===== config.mk =====
export PLATFORM = sky130hd
export DESIGN_NAME = mul_rr_scheduler_flat
export DESIGN_NICKNAME = d
export VERILOG_FILES = /design/src/rtl/mul_rr_scheduler_if.sv /design/src/rtl/mul_rr_scheduler.sv /design/src/flat_wrapper.sv
export SDC_FILE = /design/constraint.sdc
export NUM_CORES = 1
export LEC_CHECK = 0
export CAP_MARGIN = 30
export CORE_ASPECT_RATIO = 1.1
export CORE_UTILIZATION = 30
export CTS_CLUSTER_DIAMETER = 120
export DETAILED_ROUTE_END_ITERATION = 8
export GPL_TIMING_DRIVEN = 0
export PLACE_DENSITY = 0.57
export SYNTH_ARGS = -nofsm -noshare
export SYNTH_HDL_FRONTEND = slang
export SYNTH_SLANG_ARGS = --single-unit

===== constraint.sdc =====
create_clock -name clk -period 3.2 [get_ports clk]
set_input_delay 0.64 -clock clk [delete_from_list [all_inputs] [get_ports clk]]
set_output_delay 0.64 -clock clk [all_outputs]
set_load 0.05 [all_outputs]

===== src/rtl/mul_rr_scheduler_if.sv =====
// Request/response bundle for the shared round-robin multiplier.
// master = clients/consumer side, slave = scheduler side.
interface mul_rr_scheduler_if #(
   parameter int unsigned NREQ  = 4,
   parameter int unsigned WIDTH = 16
);
   localparam int unsigned IDW = (NREQ > 1) ? $clog2(NREQ) : 1;

   logic [NREQ-1:0]       req_valid;
   logic [NREQ-1:0]       req_ready;
   logic [NREQ*WIDTH-1:0] req_a;
   logic [NREQ*WIDTH-1:0] req_b;
   logic                  rsp_valid;
   logic                  rsp_ready;
   logic [IDW-1:0]        rsp_id;
   logic [2*WIDTH-1:0]    rsp_res;
   logic                  busy;

   modport master (
      output req_valid, req_a, req_b, rsp_ready,
      input  req_ready, rsp_valid, rsp_id, rsp_res, busy
   );

   modport slave (
      input  req_valid, req_a, req_b, rsp_ready,
      output req_ready, rsp_valid, rsp_id, rsp_res, busy
   );
endinterface


===== src/rtl/mul_rr_scheduler.sv =====
// Round-robin shared shift-add multiplier: one operand bit per clock.
// Optional MUL_ZERO_SKIP_EN: zero operand bypasses RUN and answers 0 immediately.
module mul_rr_scheduler #(
   parameter int unsigned NREQ  = 4,
   parameter int unsigned WIDTH = 16
) (
   input  logic                clk,
   input  logic                reset,
   mul_rr_scheduler_if.slave   bus
);
   localparam int unsigned IDW = (NREQ > 1) ? $clog2(NREQ) : 1;
   localparam int unsigned CW  = $clog2(WIDTH + 1);
   localparam int unsigned PW  = 2 * WIDTH;

   typedef enum logic [1:0] {IDLE, RUN, DONE} state_e;

   state_e            state_q, state_d;
   logic [IDW-1:0]    ptr_q, ptr_d;
   logic [IDW-1:0]    id_q, id_d;
   logic [PW-1:0]     mcand_q, mcand_d;
   logic [WIDTH-1:0]  mplier_q, mplier_d;
   logic [PW-1:0]     acc_q, acc_d;
   logic [CW-1:0]     cnt_q, cnt_d;
   logic              rsp_valid_q, rsp_valid_d;
   logic [PW-1:0]     rsp_res_q, rsp_res_d;
   logic              busy_q, busy_d;

   logic              grant_vld_c;
   logic [IDW-1:0]    grant_idx_c;
   logic [IDW:0]      scan_c;
   logic [WIDTH-1:0]  a_sel_c, b_sel_c;
   logic [PW-1:0]     acc_sum_c;

   // Scan requesters starting at the pointer, wrapping at NREQ
   always_comb begin
      grant_vld_c = 1'b0;
      grant_idx_c = '0;
      scan_c      = '0;
      for (int unsigned k = 0; k < NREQ; k++) begin
         scan_c = (IDW+1)'(ptr_q) + (IDW+1)'(k);
         if (scan_c >= (IDW+1)'(NREQ)) scan_c = scan_c - (IDW+1)'(NREQ);
         if (!grant_vld_c && bus.req_valid[scan_c[IDW-1:0]]) begin
            grant_vld_c = 1'b1;
            grant_idx_c = scan_c[IDW-1:0];
         end
      end
   end

   assign bus.req_ready = (state_q == IDLE && grant_vld_c)
                        ? ({{(NREQ-1){1'b0}}, 1'b1} << grant_idx_c) : '0;

   assign a_sel_c   = bus.req_a[grant_idx_c*WIDTH +: WIDTH];
   assign b_sel_c   = bus.req_b[grant_idx_c*WIDTH +: WIDTH];
   assign acc_sum_c = acc_q + (mplier_q[0] ? mcand_q : '0);

   // Next-state and datapath updates
   always_comb begin
      state_d     = state_q;
      ptr_d       = ptr_q;
      id_d        = id_q;
      mcand_d     = mcand_q;
      mplier_d    = mplier_q;
      acc_d       = acc_q;
      cnt_d       = cnt_q;
      rsp_valid_d = rsp_valid_q;
      rsp_res_d   = rsp_res_q;
      case (state_q)
         IDLE: begin
            if (grant_vld_c) begin
               mcand_d  = PW'(a_sel_c);
               mplier_d = b_sel_c;
               acc_d    = '0;
               cnt_d    = '0;
               id_d     = grant_idx_c;
               ptr_d    = (grant_idx_c == IDW'(NREQ-1)) ? '0 : grant_idx_c + 1'b1;
               state_d  = RUN;
`ifdef MUL_ZERO_SKIP_EN
               if (a_sel_c == '0 || b_sel_c == '0) begin
                  state_d     = DONE;
                  rsp_valid_d = 1'b1;
                  rsp_res_d   = '0;
               end
`endif
            end
         end
         RUN: begin
            acc_d    = acc_sum_c;
            mcand_d  = mcand_q << 1;
            mplier_d = mplier_q >> 1;
            cnt_d    = cnt_q + 1'b1;
            if (cnt_q == CW'(WIDTH-1)) begin
               state_d     = DONE;
               rsp_valid_d = 1'b1;
               rsp_res_d   = acc_sum_c;
            end
         end
         DONE: begin
            if (bus.rsp_ready) begin
               rsp_valid_d = 1'b0;
               state_d     = IDLE;
            end
         end
         default: state_d = IDLE;
      endcase
      busy_d = (state_d != IDLE);
   end

   always_ff @(posedge clk) begin
      if (reset) begin
         state_q     <= IDLE;
         ptr_q       <= '0;
         id_q        <= '0;
         mcand_q     <= '0;
         mplier_q    <= '0;
         acc_q       <= '0;
         cnt_q       <= '0;
         rsp_valid_q <= 1'b0;
         rsp_res_q   <= '0;
         busy_q      <= 1'b0;
      end else begin
         state_q     <= state_d;
         ptr_q       <= ptr_d;
         id_q        <= id_d;
         mcand_q     <= mcand_d;
         mplier_q    <= mplier_d;
         acc_q       <= acc_d;
         cnt_q       <= cnt_d;
         rsp_valid_q <= rsp_valid_d;
         rsp_res_q   <= rsp_res_d;
         busy_q      <= busy_d;
      end
   end

   assign bus.rsp_valid = rsp_valid_q;
   assign bus.rsp_res   = rsp_res_q;
   assign bus.rsp_id    = id_q;
   assign bus.busy      = busy_q;
endmodule

===== src/flat_wrapper.sv =====
// flat-port wrapper written by rule: the top's interface ports become plain ports
module mul_rr_scheduler_flat 
#(
   parameter int unsigned NREQ  = 4,
   parameter int unsigned WIDTH = 16
)
  (clk, reset, bus_req_valid, bus_req_a, bus_req_b, bus_rsp_ready, bus_req_ready, bus_rsp_valid, bus_rsp_id, bus_rsp_res, bus_busy);
  mul_rr_scheduler_if #(.NREQ(NREQ), .WIDTH(WIDTH)) bus_i ();
  input  logic clk;
  input  logic reset;
  input wire logic [$bits(bus_i.req_valid)-1:0] bus_req_valid;
  input wire logic [$bits(bus_i.req_a)-1:0] bus_req_a;
  input wire logic [$bits(bus_i.req_b)-1:0] bus_req_b;
  input wire logic [$bits(bus_i.rsp_ready)-1:0] bus_rsp_ready;
  output wire logic [$bits(bus_i.req_ready)-1:0] bus_req_ready;
  output wire logic [$bits(bus_i.rsp_valid)-1:0] bus_rsp_valid;
  output wire logic [$bits(bus_i.rsp_id)-1:0] bus_rsp_id;
  output wire logic [$bits(bus_i.rsp_res)-1:0] bus_rsp_res;
  output wire logic [$bits(bus_i.busy)-1:0] bus_busy;
  assign bus_i.req_valid = bus_req_valid;
  assign bus_i.req_a = bus_req_a;
  assign bus_i.req_b = bus_req_b;
  assign bus_i.rsp_ready = bus_rsp_ready;
  assign bus_req_ready = bus_i.req_ready;
  assign bus_rsp_valid = bus_i.rsp_valid;
  assign bus_rsp_id = bus_i.rsp_id;
  assign bus_rsp_res = bus_i.rsp_res;
  assign bus_busy = bus_i.busy;
  mul_rr_scheduler #(.NREQ(NREQ), .WIDTH(WIDTH)) u_core (.clk(clk), .reset(reset), .bus(bus_i));
endmodule

==> results of run 1 <==
logic make-up after synthesis:
family | share of synthesized area [%]
AO/OA/AOI/OAI | 23.3
XOR/XNOR | 3.10
adder cells (fa/ha/maj) | 6.32
buffers and inverters | 4.65
flip-flops | 32.8
multiplexers | 7.04
AND/OR/NAND/NOR | 22.9
cell usage in the layout, fill, tap and decap left out, types with 7 or more instances in the layout:
cell                              count
sky130_fd_sc_hd__buf_2                9
sky130_fd_sc_hd__o22ai_1             18
sky130_fd_sc_hd__a22o_1               9
sky130_fd_sc_hd__o21ai_0             25
sky130_fd_sc_hd__ha_1                36
sky130_fd_sc_hd__nand2_1            164
sky130_fd_sc_hd__and2_1              39
sky130_fd_sc_hd__clkdlybuf4s50_1    170
sky130_fd_sc_hd__a22oi_1              8
sky130_fd_sc_hd__inv_1               14
sky130_fd_sc_hd__xor2_1               9
sky130_fd_sc_hd__a21oi_1            135
sky130_fd_sc_hd__dfxtp_1            124
sky130_fd_sc_hd__and3_1               7
sky130_fd_sc_hd__a31oi_1              9
sky130_fd_sc_hd__nand4_1             13
sky130_fd_sc_hd__clkbuf_16           17
sky130_fd_sc_hd__mux2_2              20
sky130_fd_sc_hd__xnor2_1             16
sky130_fd_sc_hd__buf_4               10
sky130_fd_sc_hd__a211oi_1             7
sky130_fd_sc_hd__clkbuf_1            49
sky130_fd_sc_hd__nor3_1               8
sky130_fd_sc_hd__nor2_1              72
sky130_fd_sc_hd__mux2i_1             20
sky130_fd_sc_hd__nand3_1             39
sky130_fd_sc_hd__a222oi_1            10
worst paths after layout:
kind | endpoint | slack (ns) | depth (start not counted)
worst max-delay path | u_core.acc_q[30] | 0.08 | 11
worst min register to register | u_core.bus.rsp_res[30] | 0.45 | 2
worst max register to register | u_core.acc_q[30] | 0.08 | 11
worst min-delay path | u_core.bus.rsp_res[30] | 0.45 | 2
stage by stage:
step                hold WS, ns  setup TNS [ns]  area [µm²]
floorplan                 0.432               0        7640
global placement          0.439          -11.16        9770
detailed placement        0.446          -11.86        9770
CTS                       0.454               0       10500
global route              0.469         -0.0144       10600
finish                    0.446               0       10600
worst min-delay path: stages, from the launching register on:
cell,delay (ns)
sky130_fd_sc_hd__dfxtp_1,0.31
sky130_fd_sc_hd__nand2_1,0.05
sky130_fd_sc_hd__o21ai_1,0.05
cell type report:
class,instances,share of cell area [%]
buffer,71,3.09
multi-input combinational,773,46.7
tap,310,3.68
inverter,15,0.557
sequential,125,23.7
clock buffer,20,4.42
clock inverter,12,1.06
timing repair buffer,179,16.7
Yosys cell counts, types with 3 or more instances:
master                       n  area share (%)
sky130_fd_sc_hd__nand3_1    39             2.6
sky130_fd_sc_hd__ha_1       37             6.1
sky130_fd_sc_hd__a211oi_1    9            0.88
sky130_fd_sc_hd__nor2_1     72             3.5
sky130_fd_sc_hd__o22ai_1    18             1.5
sky130_fd_sc_hd__buf_2       8            0.52
sky130_fd_sc_hd__a22oi_1     8            0.79
sky130_fd_sc_hd__mux4_2      5             1.5
sky130_fd_sc_hd__a21oi_1   139             9.1
sky130_fd_sc_hd__clkbuf_1   53             2.6
sky130_fd_sc_hd__nor3_1      9            0.59
sky130_fd_sc_hd__o21a_1      4            0.39
sky130_fd_sc_hd__o21bai_1    3            0.29
sky130_fd_sc_hd__nand2b_1    4            0.33
sky130_fd_sc_hd__xnor2_1    16             1.8
sky130_fd_sc_hd__and3_1      7            0.57
sky130_fd_sc_hd__o221ai_1    4            0.46
sky130_fd_sc_hd__nor2b_1     6            0.49
sky130_fd_sc_hd__buf_1       7            0.34
sky130_fd_sc_hd__a222oi_1   10             1.3
sky130_fd_sc_hd__and2_1     39             3.2
sky130_fd_sc_hd__mux2_2     20             2.9
sky130_fd_sc_hd__a21o_2      5            0.57
sky130_fd_sc_hd__xor2_1     11             1.3
sky130_fd_sc_hd__a21o_1      5            0.49
sky130_fd_sc_hd__o21ai_0    29             1.9
sky130_fd_sc_hd__a22o_1      9             1.0
sky130_fd_sc_hd__nor3b_1     4            0.39
sky130_fd_sc_hd__a31oi_1    10            0.82
sky130_fd_sc_hd__inv_1      14            0.69
sky130_fd_sc_hd__mux2i_1    20             2.6
sky130_fd_sc_hd__nand2_1   164             8.1
sky130_fd_sc_hd__or3_1       4            0.33
sky130_fd_sc_hd__nand4_1    13             1.1
sky130_fd_sc_hd__dfxtp_1   125              33
sky130_fd_sc_hd__o31a_1      3            0.34
sky130_fd_sc_hd__o211ai_1    5            0.49
sky130_fd_sc_hd__nand3b_1    3            0.29
sky130_fd_sc_hd__o31ai_1     9            0.88
timing repair:
action	4_1_cts	5_1_grt
cloned	0	0
pin swaps	6	8
resized for setup	47	23
buffers inserted	3	2
setup endpoints to repair	27	24
power groups by stage:
stage               combinational [W]  sequential, W  clock (W)
floorplan                    0.000567        0.00172          0
global placement             0.000989        0.00173          0
detailed placement           0.000989        0.00173          0
CTS                           0.00101        0.00170    0.00194
global route                  0.00110        0.00171    0.00200
finish                        0.00101        0.00170    0.00191
flip-flops by register name, indices dropped and copies added (netlist names):
signal,count
u_core.bus.rsp_id,2
u_core.ptr_q,2
u_core.bus.busy,1
u_core.mplier_q,16
u_core.acc_q,32
u_core.bus.rsp_res,32
u_core.mcand_q,32
u_core.bus.rsp_valid,1
u_core.state_q,2
u_core.cnt_q,5
routing by layer:
metal / vias up / share of wire [%] / wire length (µm)
met2: 323 / 49 / 13700
li1: 3918 / - / -
met4: 0 / 3.2 / 885
met3: 55 / 5.8 / 1620
met5: - / 0 / 0
met1: 3733 / 42 / 11900
==> results, run 1 <==
- The worst setup path is launched from a flop.
- The count of distinct cell types in the synthesized netlist is 67.
- In this run the standard cell core region covers 0.0247 mm².
- After the first detailed-routing iteration, the DRC count stood at 558.
- In this run, flip-flops and latches consume 36.7% of the power.
- After detailed routing, the number of remaining DRC violations is 0.
- Summed over all nets, the switching power comes to 0.00141 W.
- The first detailed-routing pass ran for 5 iterations.
- After synthesis, the share of flip-flops with an asynchronous set or reset is 0%.
- The detailed-placement wirelength estimate is 22200 µm.
- The maximum number of pins on one net before global-route repair is 21.
- The number of setup violations in the final report is 0.
- The maximum clock skew at final layout is 0.00779 ns.
- The count of nets left with antenna violations once routing finished came out at 0.
- For this design the top-level I/O count stands at 175.
- The number of vias per cell after detailed routing is 5.33.
- The share of power burned in the clock network is 41.4%.
- The global-route track usage on met2 is 38.4%.
- Global routing used 3.98% of the available met3 tracks.
- Cells with a size suffix above 1 make up 10.2% of the layout.
- The worst setup path is of the reg -> reg kind.
- The slowest stage of the critical path is the sky130_fd_sc_hd__fa_2 cell.
- For this design the ratio of total power to cell area is 438 mW/mm².
- VDD sags by at most 0.255 mV.
- Port buffering added 174 buffers.
- The final total power is 0.00463 W.
- The worst-skew pair later-pin latency is 0.43 ns.
- The routability congestion estimate from global placement is 0.916.
- The clock buffer count from CTS is 17.
- The total routing resource utilization after global routing is 21.8%.
- The post-route minimum period is 3.12 ns.
- The count of endpoints failing hold in the final timing report was 0.
- The die covers 0.0261 mm².
- During synthesis, Yosys emitted a total of 0 warnings.
- For this run, the leading register cell type out of synthesis is sky130_fd_sc_hd__dfxtp_1.
- The post-route fraction of the period consumed by the critical path is 97.4%.
- The count of maximum capacitance violations is 0.
- The vertical die dimension is 169 µm.
- In this run the most critical hold path is launched from u_core.bus.rsp_res[30].
- On the critical path the largest part of the delay comes from compound AO/OA/AOI/OAI gates.
- The final count of pins violating max slew is 0.
- The routed wire length is 28100 µm.
- After technology mapping, the gate count stands at 985.
- CTS saw 125 sinks.
- The post-synthesis to final-layout area growth is 38.1%.
- The switching portion of total power is 30.5%.
- In this run the most used layer during global routing was met2.
- Walking the worst path, the cells encountered are buf_4 > and2_1 > ha_2 > fa_2 > a21o_4 > a221oi_4 > nor3b_4 > o31a_1 > o41ai_2 > xnor2_1 > o21ai_1.
- The number of global-route vias before repair is 7869.
- The worst path setup slack after routing is 0.0830 ns.
- The clock slew at the register clock pins of the worst setup and hold paths is 0.06 ns.
- The maximum clock frequency is 0.321 GHz.
- The timing startpoint of the critical path is u_core.mplier_q[0].
- For this configuration, the core starts out at a cell density of 30.9%.
- The mean instance size in the synthesized netlist is 7.76 µm².
- Setup repair after global routing could not meet its margin everywhere.
- The total nets after synthesis is 1158.
- The post-synthesis sequential element count is 125.
- The total overflow reported by the global router is 0.
- The row count is 60.
- Combinational logic burns 21.9% of the power.
- In this run the static leakage power is 3.98 nW.
- On the worst path, the slowest cell contributes a delay of 0.38 ns.
- The cell count after placement is 1469.
- The core occupancy in the finished layout is 42.7%.
- After synthesis the cells add up to 0.00764 mm².
- Of all nets on the critical path, the largest fanout is 10.
- The type of the tightest min-delay check is reg -> reg.
- The worst flop-to-flop path startpoint is u_core.mplier_q[0].
- Counting along the longest clock path gives a buffer depth of 2.
- Summing all multi-input logic gate instances after layout gives 0.00493 mm².
- The H-tree was split into 4 levels.
- Counting flops with a built-in enable in the synthesized netlist gives 0.
- The number of hold buffers added after CTS was 0.
- The data arrival at the endpoint of the critical path is 3.42 ns.
- The worst pin sits at a relative slew slack of 47.6%.
- The flow ran to the end, and the final reports show no timing, DRC or antenna violations.
- In this run the clock root is driven by a sky130_fd_sc_hd__clkbuf_16.
- The met1 track demand over resource in global routing is 26.0%.
- The post-route non-filler standard cell count is 1505.
- In the final layout, flip-flops and latches occupy 0.00251 mm².
- The number of buffers and inverters on the critical path is 1.
- The final layout net count is 1355.
- The first-pass GRT wire length is 43600 µm.
- Fill cells in the final layout number 2536.
- The number of diodes added for antenna fixing is 0.
- The wire length per cell after detailed routing is 18.7 µm.
- STA classifies the critical path endpoint as a flop.
- The detailed-route via count is 8029.
- TritonCTS built the clock tree.
- The slew at the pin with the worst max-slew slack is 0.782 ns.
- The critical path data required time is 3.51 ns.
- The number of antenna violations at the first check in global routing is 0.
- The internal power component is 0.00321 W.
- The share of the Yosys chip area taken by registers is 32.8%.
- The worst setup timing slack at the placement stage is -1.33 ns.
- The overall die width is 154 µm.
Note: power is estimated with default switching activity, not from simulation.
==> inputs of run 2 (changes only) <==
--- a/config.mk
+++ b/config.mk
@@ -7,11 +7,11 @@
 export LEC_CHECK = 0
 export CAP_MARGIN = 30
 export CORE_ASPECT_RATIO = 1.1
-export CORE_UTILIZATION = 30
+export CORE_UTILIZATION = 50
 export CTS_CLUSTER_DIAMETER = 120
 export DETAILED_ROUTE_END_ITERATION = 8
 export GPL_TIMING_DRIVEN = 0
-export PLACE_DENSITY = 0.57
+export PLACE_DENSITY = 0.85
 export SYNTH_ARGS = -nofsm -noshare
 export SYNTH_HDL_FRONTEND = slang
 export SYNTH_SLANG_ARGS = --single-unit
==> constraint.sdc (replaced) <==
create_clock -name clk -period 3.2 [get_ports clk]
set_input_delay 0.96 -clock clk [delete_from_list [all_inputs] [get_ports clk]]
set_output_delay 0.96 -clock clk [all_outputs]
set_load 0.05 [all_outputs]
==> run 2 against run 1 <==
  * Utilization rose by 28 points
  * Largest power group unchanged
  * Wire length down 5.2%
  * Global-route usage rose by 12 points
  * Final cell count shrank 6.8%
  * First-iteration DRC count is 48% higher
  * Clock skew rose by 0.0012 ns
  * Via count up 4.6%
  * Clock power shrank 3%
  * Sequential share of layout area about the same
  * Worst hold slack better by 0.0062 ns
==> results, run 2 (synthesis gave the netlist of run 1 again) <==
- The worst-case IR drop observed on VDD is 0.401 mV.
- The row count is 47.
- At the later pin of the worst-skew pair, clock insertion delay measures 0.42 ns.
- The maximum count of clock buffers along a single path is 2.
- The largest individual stage delay along the critical path comes from the cell sky130_fd_sc_hd__a21o_1.
- The timing startpoint of the critical path is bus_req_valid[1].
- The worst flop-to-flop path startpoint is u_core.mplier_q[0].
- For the worst setup path, the data required time is 2.24 ns.
- The first-iteration detailed-routing DRC count is 828.
- The floorplan step defined a core boundary enclosing 0.0150 mm².
- The first-pass iteration count of the detailed router is 6.
- TritonCTS built the clock tree.
- The number of input and output port buffers inserted is 174.
- At the worst endpoint, the arrival time is 2.23 ns.
- The power density over cell area is 442 mW/mm².
- The final layout net count is 1366.
- The clock tree synthesis step divided the H-tree into 4 levels.
- The critical path goes through buf_4 > a21o_1 > a21oi_4 > o22ai_4 > inv_4 > buf_12 > ha_2 > and2_4 > buf_8.
- The clock buffer count from CTS is 17.
- The design draws 0.00466 W.
- Routability-driven placement finished with a final weighted congestion of 0.949.
- Of the available clock period, the critical path in the final layout requires 99.8%.
- For this run, the slowest stage of the critical path takes 0.19 ns.
- The worst hold path belongs to the class reg -> reg.
- The vertical die dimension is 132 µm.
- The floorplan step set the die width to 120 µm.
- For this block, the routed nets add up to 26600 µm of wire.
- The logic depth of the worst register-to-register path is 11.
- The post-route non-filler standard cell count is 1402.
- The detailed-placement wirelength estimate is 20200 µm.
- The remaining design rule violation count is 0.
- The final count of pins violating max slew came to 0.
- The detailed-route via count is 8400.
- The post-route netlist has 12.0% of its cells at a drive strength greater than 1.
- The floorplan step defined a die boundary enclosing 0.0158 mm².
- After routing, the total negative slack on setup checks comes to 0 ns.
- After detailed routing, the average wire length per cell comes to 19.0 µm.
- The library cell used most frequently in the layout, excluding fill and tap cells, is sky130_fd_sc_hd__clkdlybuf4s50_1.
- The clock drives 125 sinks.
- The number of cells on the worst hold path is 2.
- The count of maximum capacitance violations is 0.
- The post-synthesis to final-layout area growth is 37.9%.
- Entering global routing, the biggest net connects 17 pins.
- The number of vias per cell after detailed routing is 5.99.
- The classification of the worst setup path is in -> out.
- Leaving out fill and tap cells, the most frequent cells in the layout are sky130_fd_sc_hd__clkdlybuf4s50_1 (166), sky130_fd_sc_hd__nand2_1 (164), sky130_fd_sc_hd__a21oi_1 (136), sky130_fd_sc_hd__dfxtp_1 (124), sky130_fd_sc_hd__nor2_1 (72).
- The routed design could run at a clock period as short as 3.19 ns.
- STA classifies the critical path startpoint as an input port.
- The worst hold path begins at u_core.bus.rsp_res[15].
- In this run the static leakage power is 4.07 nW.
- The cell count after placement is 1355.
- CTS placed an instance of sky130_fd_sc_hd__clkbuf_16 at the clock tree root.
- The total I/O pin count is 175.
- The endpoint kind of the worst setup timing path is an output pin.
- The relative slew slack is 46.5%.
- The initial cell density of the core is 50.9%.
- Across the routed clock network, the largest skew measured is 0.00899 ns.
- The number of antenna violations at the first check in global routing is 0.
- The first-pass GRT wire length is 41500 µm.
- Timing would allow up to 0.313 GHz.
- The peak fanout along the critical path is 5.
- The number of global-route vias before repair was 8149.
- The number of setup violations in the final report is 0.
- The total overflow left after global routing is 0.
- The number of diodes added for antenna fixing is 0.
- For the pin with the worst max-slew slack, the measured transition is 0.802 ns.
- The total routing resource utilization after global routing is 34.1%.
- Once detail routing completed, the nets flagged for antenna violations numbered 0.
- The flow ran to the end, and the final reports show no timing, DRC or antenna violations.
- The clock slew at the register clock pins of the worst setup and hold paths is 0.05 ns.
- The count of endpoints failing hold in the final timing report is 0.
-- run 2: cell count changes in the layout (fill, tap and decap cells not counted), sizes merged --
cell / previous run / this run
inv: 18 / 15
clkdlybuf4s50: 170 / 166
clkbuf: 74 / 81
clkinv: 2 / 4
buf: 26 / 39
clkinvlp: 6 / 1
bufbuf: 0 / 1
-- run 2: cell type report --
type / count / area [µm²]
Buffer: 71 / 335
Clock buffer: 26 / 509
Clock inverter: 6 / 57.6
Fill cell: 1180 / 4460
Inverter: 15 / 61.3
Multi-Input combinational cell: 773 / 4930
Sequential cell: 125 / 2500
Tap cell: 196 / 245
Timing Repair Buffer: 190 / 1900
-- run 2: through the flow --
step / setup slack [ns] / util [%] / hold slack, ns / instance area, µm²
floorplan: -0.0209 / - / 0.432 / 7660
global placement: -1.57 / 64.3 / 0.442 / 9640
detailed placement: -1.62 / 64.3 / 0.445 / 9640
CTS: 0.0160 / 69.6 / 0.450 / 10400
global route: -0.0106 / 70.3 / 0.469 / 10500
finish: 0.00673 / 70.3 / 0.452 / 10500
-- run 2: worst max-delay path: cells and delay by family --
| kind | cells | cell delay [ns] |
|---|---|---|
| AO/OA/AOI/OAI | 3 | 0.50 |
| buffers and inverters | 4 | 0.46 |
| adder cells (fa/ha/maj) | 1 | 0.17 |
| AND/OR/NAND/NOR | 1 | 0.14 |
-- run 2: worst paths after layout --
kind	endpoint	slack (ns)
setup / recovery	bus_req_ready[3]	0.007
hold / removal	u_core.bus.rsp_res[15]	0.45
setup reg to reg	u_core.acc_q[30]	0.13
hold reg to reg	u_core.bus.rsp_res[15]	0.45
-- run 2: power by group --
part           leakage (nW)  internal [W]  switching (W)
sequential             1.02       0.00164      0.0000666
combinational          2.77      0.000502       0.000590
clock                 0.280       0.00117       0.000696
total                  4.07       0.00330        0.00135
-- run 2: repair_timing --
action	in CTS	in global routing
endpoints found under the setup margin	23	31
setup buffers	9	6
resized for setup	79	25
pin swaps	13	8
gates cloned	1	0
hold buffers	0	0
endpoints found under the hold margin	0	0
-- run 2: routing by layer --
layer	GRT usage (%)	vias to the layer above	part of all wire [%]
met5	0	-	0
met3	6.29	93	7.2
li1	-	3957	-
met4	21.5	0	5.1
met1	38.8	3887	39
met2	58.4	463	49
==> inputs of run 3 (changes only) <==
==> constraint.sdc (replaced) <==
create_clock -name clk -period 3.45 [get_ports clk]
set_input_delay 1.035 -clock clk [delete_from_list [all_inputs] [get_ports clk]]
set_output_delay 1.035 -clock clk [all_outputs]
set_load 0.05 [all_outputs]
==> run 3 against run 2 <==
  * Global-route usage rose by 0.44 points
  * Non-clock buffer count fell by 6
  * Utilization shrank 0.80 points
  * Clock skew down 0.0010 ns
  * Clock power barely moved
  * Final area shrank 1.1%
  * Sequential share of layout area increased by 0.26 points
  * Via count shrank 0.24%
  * Combinational power shrank 9%
  * Power decreased by 5.4%
==> results, run 3 (synthesis gave the netlist of run 1 again) <==
- Static timing analysis puts the maximum clock frequency at 0.296 GHz.
- The cell area after layout is 0.0104 mm².
- In this run the power density over the cells is 423 mW/mm².
- The leakage power total is 4.04 nW.
- The worst-skew pair later-pin latency is 0.43 ns.
- No sink is reached through more buffers than the 2 on the longest clock path.
- The layout cell share with drive strength beyond 1 is 10.3%.
- The post-synthesis to final-layout area growth is 36.4%.
- Wire segments on met3 add up to 1770 µm in the final route.
- The total I/O pin count is 175.
- For this configuration, the core starts out at a cell density of 50.9%.
- After detailed routing, the average wire length per cell comes to 19.3 µm.
- The type of the tightest min-delay check is reg -> reg.
- The row count is 47.
- Per report_power, the clock group accounts for 41.6% of the total.
- 0 antenna diodes ended up in the layout.
- The power spent charging and discharging nets is 0.00128 W.
- The final worst hold slack is 0.444 ns.
- The first-pass iteration count of the detailed router is 6.
- The relative slew slack is 48.2%.
- Routability-driven placement finished with a final weighted congestion of 0.966.
- In the final timing run, aggregate negative setup slack is 0 ns.
- The internal power of the cells totals 0.00313 W.
- The CTS tree is yes.
- The vertical die dimension is 132 µm.
- The core footprint is 0.0150 mm².
- The post-route minimum period is 3.38 ns.
- The number of global-route vias before repair is 8143.
- After layout, the worst path uses 97.9% of the clock period.
- Setup violations remaining at the end of the flow were counted as 0.
- For the pin with the worst max-slew slack, the measured transition is 0.773 ns.
- The total number of clock tree sinks is 125.
- Once detailed placement completed, the half-perimeter wirelength came to 20300 µm.
- The final count of pins violating max slew is 0.
- The count of buffers added on input and output ports is 174.
- The clock buffer count from CTS is 17.
- The number of antenna violations at the first check in global routing is 0.
- The count of endpoints failing hold in the final timing report is 0.
- STA classifies the critical path startpoint as a flop.
- The sum of routed wire segments on met1 is 10400 µm.
- The master cell of the clock root buffer is sky130_fd_sc_hd__clkbuf_16.
- The critical path data required time is 3.78 ns.
- The first global-routing pass estimated 41800 µm of wire.
- The remaining design rule violation count is 0.
- Wire segments on met2 add up to 13100 µm in the final route.
- The maximum clock skew at final layout is 0.00797 ns.
- The run finished with clean final reports.
- The classification of the worst setup path is reg -> reg.
- The H-tree was split into 4 levels.
- Setup repair after global routing could not meet its margin everywhere.
- In this run the remaining antenna-violating nets after routing total 0.
- The overall die width is 120 µm.
- The library cells used most frequently in the layout, excluding fill and tap cells, are sky130_fd_sc_hd__clkdlybuf4s50_1 (166), sky130_fd_sc_hd__nand2_1 (164), sky130_fd_sc_hd__a21oi_1 (137), sky130_fd_sc_hd__dfxtp_1 (125), sky130_fd_sc_hd__nor2_1 (72).
- The most frequent standard cell in the layout excluding fill and tap cells is sky130_fd_sc_hd__clkdlybuf4s50_1.
- The clock slew at the register clock pins of the worst setup and hold paths is 0.06 ns.
- In this run the worst path has a maximum fanout of 10.
- The count of maximum capacitance violations is 0.
- Global routing finished with a remaining overflow of 0.
- In this run, the combinational gates consume 22.6% of the power.
- The final layout net count is 1360.
- Data on the critical path arrives at its endpoint at 3.70 ns.
- After clock tree synthesis, the flow added hold-fix buffers numbering 0.
- The endpoint kind of the worst setup timing path is a flop.
- In the routed layout, each cell is associated on average with a via count of 6.01.
- The total routing resource utilization after global routing is 34.6%.
- Summing over every cut layer, the via total after detailed routing is 8380.
- The sequential fraction of design power is 35.8%.
- The die covers 0.0158 mm².
- The maximum number of pins on one net before global-route repair is 17.
- The worst-case IR drop observed on VDD is 0.333 mV.
- The detailed router finished its first iteration with 753 violations.
- After detailed routing, the total wire length is 26900 µm.
- The highest routing layer actually used is met4.
- The switching portion of total power is 29.0%.
- In this run the cell area measured after placement is 0.00964 mm².
==> run 3: worst max-delay path, cell delays in order (launching register included) <==
cell                       delay, ns
sky130_fd_sc_hd__dfxtp_1        0.39
sky130_fd_sc_hd__clkbuf_1       0.21
sky130_fd_sc_hd__and2_1         0.18
sky130_fd_sc_hd__ha_1           0.21
sky130_fd_sc_hd__fa_1           0.42
sky130_fd_sc_hd__a21o_2         0.26
sky130_fd_sc_hd__a221oi_4       0.35
sky130_fd_sc_hd__o21ai_0        0.27
sky130_fd_sc_hd__a21oi_1        0.37
sky130_fd_sc_hd__o221ai_2       0.25
sky130_fd_sc_hd__o311ai_0       0.35
==> run 3: routing by layer <==
| layer | GRT usage, % | vias up |
|---|---|---|
| li1 | - | 3935 |
| met1 | 38.4 | 3869 |
| met2 | 59.6 | 461 |
| met3 | 7.25 | 115 |
| met4 | 21.7 | 0 |
| met5 | 0 | - |
==> run 3: metrics by stage <==
stage / total power [W] / instances / setup WS, ns / utilization, %
2_1_floorplan: 0.00212 / 985 / 0.000407 / -
3_3_place_gp: 0.00248 / 1355 / -1.50 / 64.3
3_5_place_dp: 0.00250 / 1355 / -1.53 / 64.3
6_report: 0.00441 / 1395 / 0.0730 / 69.5
5_1_grt: 0.00454 / 1395 / -0.0516 / 69.5
4_1_cts: 0.00436 / 1392 / 0.00805 / 69.2
==> run 3: layout make-up <==
class                      count  area (µm²)
multi-input combinational    773        4850
fill                        1219        4580
sequential                   125        2500
timing repair buffer         184        1830
clock buffer                  19         453
buffer                        71         330
tap                          196         245
clock inverter                12         145
inverter                      15        58.8
==> run 3: power groups by stage <==
stage                     sequential, W  clock (W)  combinational, W
after floorplan                 0.00159          0          0.000530
after global placement          0.00160          0          0.000886
after detailed placement        0.00160          0          0.000897
after CTS                       0.00157    0.00183          0.000960
after global routing            0.00158    0.00190           0.00105
final                           0.00158    0.00183          0.000996
==> run 3: worst paths after layout <==
| check | start | endpoint | slack [ns] | cells after the start |
|---|---|---|---|---|
| hold reg to reg | u_core.bus.rsp_res[30] | u_core.bus.rsp_res[30] | 0.44 | 2 |
| setup / recovery | u_core.mplier_q[0] | u_core.bus.rsp_res[16] | 0.07 | 10 |
| setup reg to reg | u_core.mplier_q[0] | u_core.bus.rsp_res[16] | 0.07 | 10 |
| hold / removal | u_core.bus.rsp_res[30] | u_core.bus.rsp_res[30] | 0.44 | 2 |
==> run 3: timing repair <==
| action | 4_1_cts | 5_1_grt |
|---|---|---|
| setup endpoints to repair | 4 | 17 |
| buffers inserted | 6 | 3 |
| endpoints found under the hold margin | 0 | 0 |
| resized for setup | 56 | 14 |
| cloned | 1 | 0 |
| pin swaps | 4 | 3 |
